## src/rtl/prbs_pkg.sv

```systemverilog
// Shared types and helpers for the PRBS checker and its LFSR next-word function.
package prbs_pkg;

    typedef enum logic {
        HUNT   = 1'b0,
        LOCKED = 1'b1
    } chk_state_t;

    localparam logic [7:0] PRBS8_TAPS = 8'hB8;

    function automatic logic [5:0] popcount(input logic [31:0] v);
        logic [5:0] n;
        n = '0;
        for (int i = 0; i < 32; i++) begin
            n = n + 6'(v[i]);
        end
        return n;
    endfunction

endpackage

```

## src/rtl/prbs_next.sv

```systemverilog
// Fibonacci LFSR next-word function; the all-zero word escapes to 1.
module prbs_next
    import prbs_pkg::*;
#(
    parameter int               WIDTH = 8,
    parameter logic [WIDTH-1:0] TAPS  = WIDTH'(PRBS8_TAPS)
) (
    input  logic [WIDTH-1:0] i_word,
    output logic [WIDTH-1:0] o_next
);

    always_comb begin
        if (i_word == '0) begin
            o_next = WIDTH'(1);
        end else begin
            o_next = {i_word[WIDTH-2:0], ^(i_word & TAPS)};
        end
    end

endmodule

```

## config.mk

```make
export PLATFORM = sky130hd
export DESIGN_NAME = prbs_next
export DESIGN_NICKNAME = d
export VERILOG_FILES = /design/src/rtl/prbs_pkg.sv /design/src/rtl/prbs_next.sv
export SDC_FILE = /design/constraint.sdc
export NUM_CORES = 1
export LEC_CHECK = 0
export BUFFER_PORTS_ARGS = -buffer_cell sky130_fd_sc_hd__buf_2
export CAP_MARGIN = 20
export CELL_PAD_IN_SITES_DETAIL_PLACEMENT = 1
export CELL_PAD_IN_SITES_GLOBAL_PLACEMENT = 1
export CORE_AREA = 3 3 40 42
export DETAILED_ROUTE_END_ITERATION = 7
export DIE_AREA = 0 0 43 45
export PLACE_DENSITY_LB_ADDON = 0.2
export SYNTH_ARGS = -nofsm -noshare
export SYNTH_HDL_FRONTEND = slang
export SYNTH_SLANG_ARGS = --single-unit
```

## constraint.sdc

```tcl
create_clock -name vclk -period 1
set_input_delay 0 -clock vclk [all_inputs]
set_output_delay 0 -clock vclk [all_outputs]
set_load 0.05 [all_outputs]
```

==> metrics.md <==
| Metric | Value |
|---|---|
| Status | `finished, final reports clean` |
| Width of the die | `43 microns` |
| Post-CTS Hold Fix Bufs | `0` |
| Min Hold Slack | `307 ps` |
| Worst path cell trace | `buf_2 -> inv_1 -> ha_1 -> xor3_1 -> a21o_1 -> buf_6` |
| Slew headroom | `0.828` |
| Power Total | `about 0.00018 W` |
| Worst Max-Slew Pin Slew | `256 ps` |
| Sequential share of the synthesized area | `0` |
| Vias | `141` |
| Internal power | `0.0000606 W` |
| Clock power share | `0` |
| Synth Cell Area | `93.8 sq um` |
| Yosys warning total | `0` |
| Routed wl met2 | `152 microns` |
| Crit end category | `primary output` |
| Row cnt | `13` |
| Share of cells above drive strength 1 | `0.769` |
| Max-cap check violation count | `0` |
| Reg area | `0 sq um` |
| DRC viols | `0` |
| Leakage power | `0.117 nW` |
| Register share of total power | `0` |
| Layout clock buffers | `0` |
| CP arrival | `950 ps` |
| Antenna Cells | `0` |
| Highest metal used | `met3` |
| Die area | `around 1900 sq um` |
| Port bufs | `16` |
| Core area | `1280 sq um` |
| Final wirelength | `372 microns` |
| Min Tclk post-route | `950 ps` |
| Drt via density | `between 3 and 4` |
| DR pass1 iterations | `1` |
| Detail Route Antenna Nets | `0` |
| Sw Ratio | `0.658` |
| Layout area overhead | `112%` |
| Initial core utilization | `0.0730` |
| Net switching power figure | `between 0.0001 and 0.00015 W` |
| Worst vdd ir | `0.000304 V` |
| CP bufs+invs | `3` |
| Crit Path Max Fanout | `2` |
| Comb pwr share | `1.000` |
| Startpoint types | `input port` |
| Number of global-route vias before repair | `129` |
| CP required | `1000 ps` |
| Routed metal-1 wire length | `about 130 microns` |
| Worst min path class | `in -> out` |
| GR Overflow Total | `0` |
| Crit Path Category | `in -> out` |
| Cells after Synth | `14` |
| Critical path's top delay family | `adder cells` |
| Final setup viols | `0` |
| Setup bufs post-CTS | `0` |
| Largest net degree at the start of global routing | `4` |
| Final hold violation count | `0` |
| Seq Cell Count | `0` |
| Pwr dens | `891 nW/um^2` |
| Fill cell count | `roughly 150` |
| Die Span Y | `around 45 microns` |
| Slowest-stage cell, CP | `ha_1` |
| F_max | `1.05 GHz` |
| Routed length per instance | `9.07 microns` |
| GP Congestion | `0.690` |
| First-pass GRT wire length | `572 microns` |
| Starting DRT DRC Count | `0` |
| Max incr delay on CP | `280 ps` |
| Initial antenna violation count | `0` |
| Tcrit/Tclk final | `0.950` |
| Ports | `16` |
| Avg Cell Area, Syn | `6.70 sq um` |
| Count of final max-slew check failures | `0` |
| Wire length on met3 | `87 microns` |
| GRT Util Overall | `0.0365` |
| Synthesized Nets | `23` |
| Nets@finish | `37` |
| Setup TNS | `0 ps` |
| Synth unique cells | `8` |
[cell usage after synthesis]
| library cell | number | area [sq um] |
|---|---|---|
| a21o_1 | 1 | 7.51 |
| a21oi_1 | 2 | 10.0 |
| clkbuf_1 | 5 | 18.8 |
| ha_1 | 1 | 12.5 |
| inv_1 | 2 | 7.51 |
| nor3b_1 | 1 | 7.51 |
| nor4_1 | 1 | 6.26 |
| xor3_1 | 1 | 23.8 |
[routing by layer]
metal  GRT usage  up-vias
li1            -       67
met1      0.0478       58
met4           0        0
met5           0        -
met2      0.0599       16
met3      0.0159        0
[what timing repair did]
item | CTS | global route
endpoints found under the hold margin | 0 | 0
gates resized for setup | 1 | 5
pin swaps | 0 | 0
endpoints found under the setup margin | 1 | 1
[stage by stage]
stage	area [sq um]	setup slack (ps)	instances	util
after CTS	186	1.24	41	0.145
after detailed placement	181	-38.1	41	0.141
after global routing	199	-0.994	41	0.155
after global placement	181	-17.9	41	0.141
after floorplan	93.8	-146	14	-
final	199	50.1	41	0.155
[worst paths after layout]
| kind | startpoint | endpoint | slack [ps] | cells after the start |
|---|---|---|---|---|
| setup / recovery | i_word[5] | o_next[0] | 50 | 6 |
| hold / removal | i_word[2] | o_next[3] | 310 | 2 |
[layout by cell type (no fill, tap or decap)]
cell type	instances
a21oi_1	2
inv_1	1
buf_2	15
xor3_1	1
nor3b_2	1
a21o_1	1
buf_4	1
buf_6	1
inv_2	1
nor4_2	1
ha_1	1
[power by group through the flow]
stage                     combinational, W  sequential (W)  clock, W
after floorplan                   0.000121               0         0
after global placement            0.000160               0         0
after detailed placement          0.000161               0         0
after CTS                         0.000163               0         0
after global routing              0.000188               0         0
final                             0.000177               0         0
[layout make-up]
cell class	instances	area, sq um	share of cell area
Timing Repair Buffer	17	93.8	0.472
Multi-Input combinational cell	7	78.8	0.396
Tap cell	15	18.8	0.0943
Inverter	2	7.51	0.0377
[logic make-up (layout without fill, tap and decap cells)]
kind of cell / Yosys count / count (layout) / synth area share
buf+inv: 7 / 19 / 0.280
compound gates: 3 / 3 / 0.187
simple gates: 2 / 2 / 0.147
fa+ha+maj: 1 / 1 / 0.133
xor+xnor: 1 / 1 / 0.253
Power figures use the tool's default switching activity.
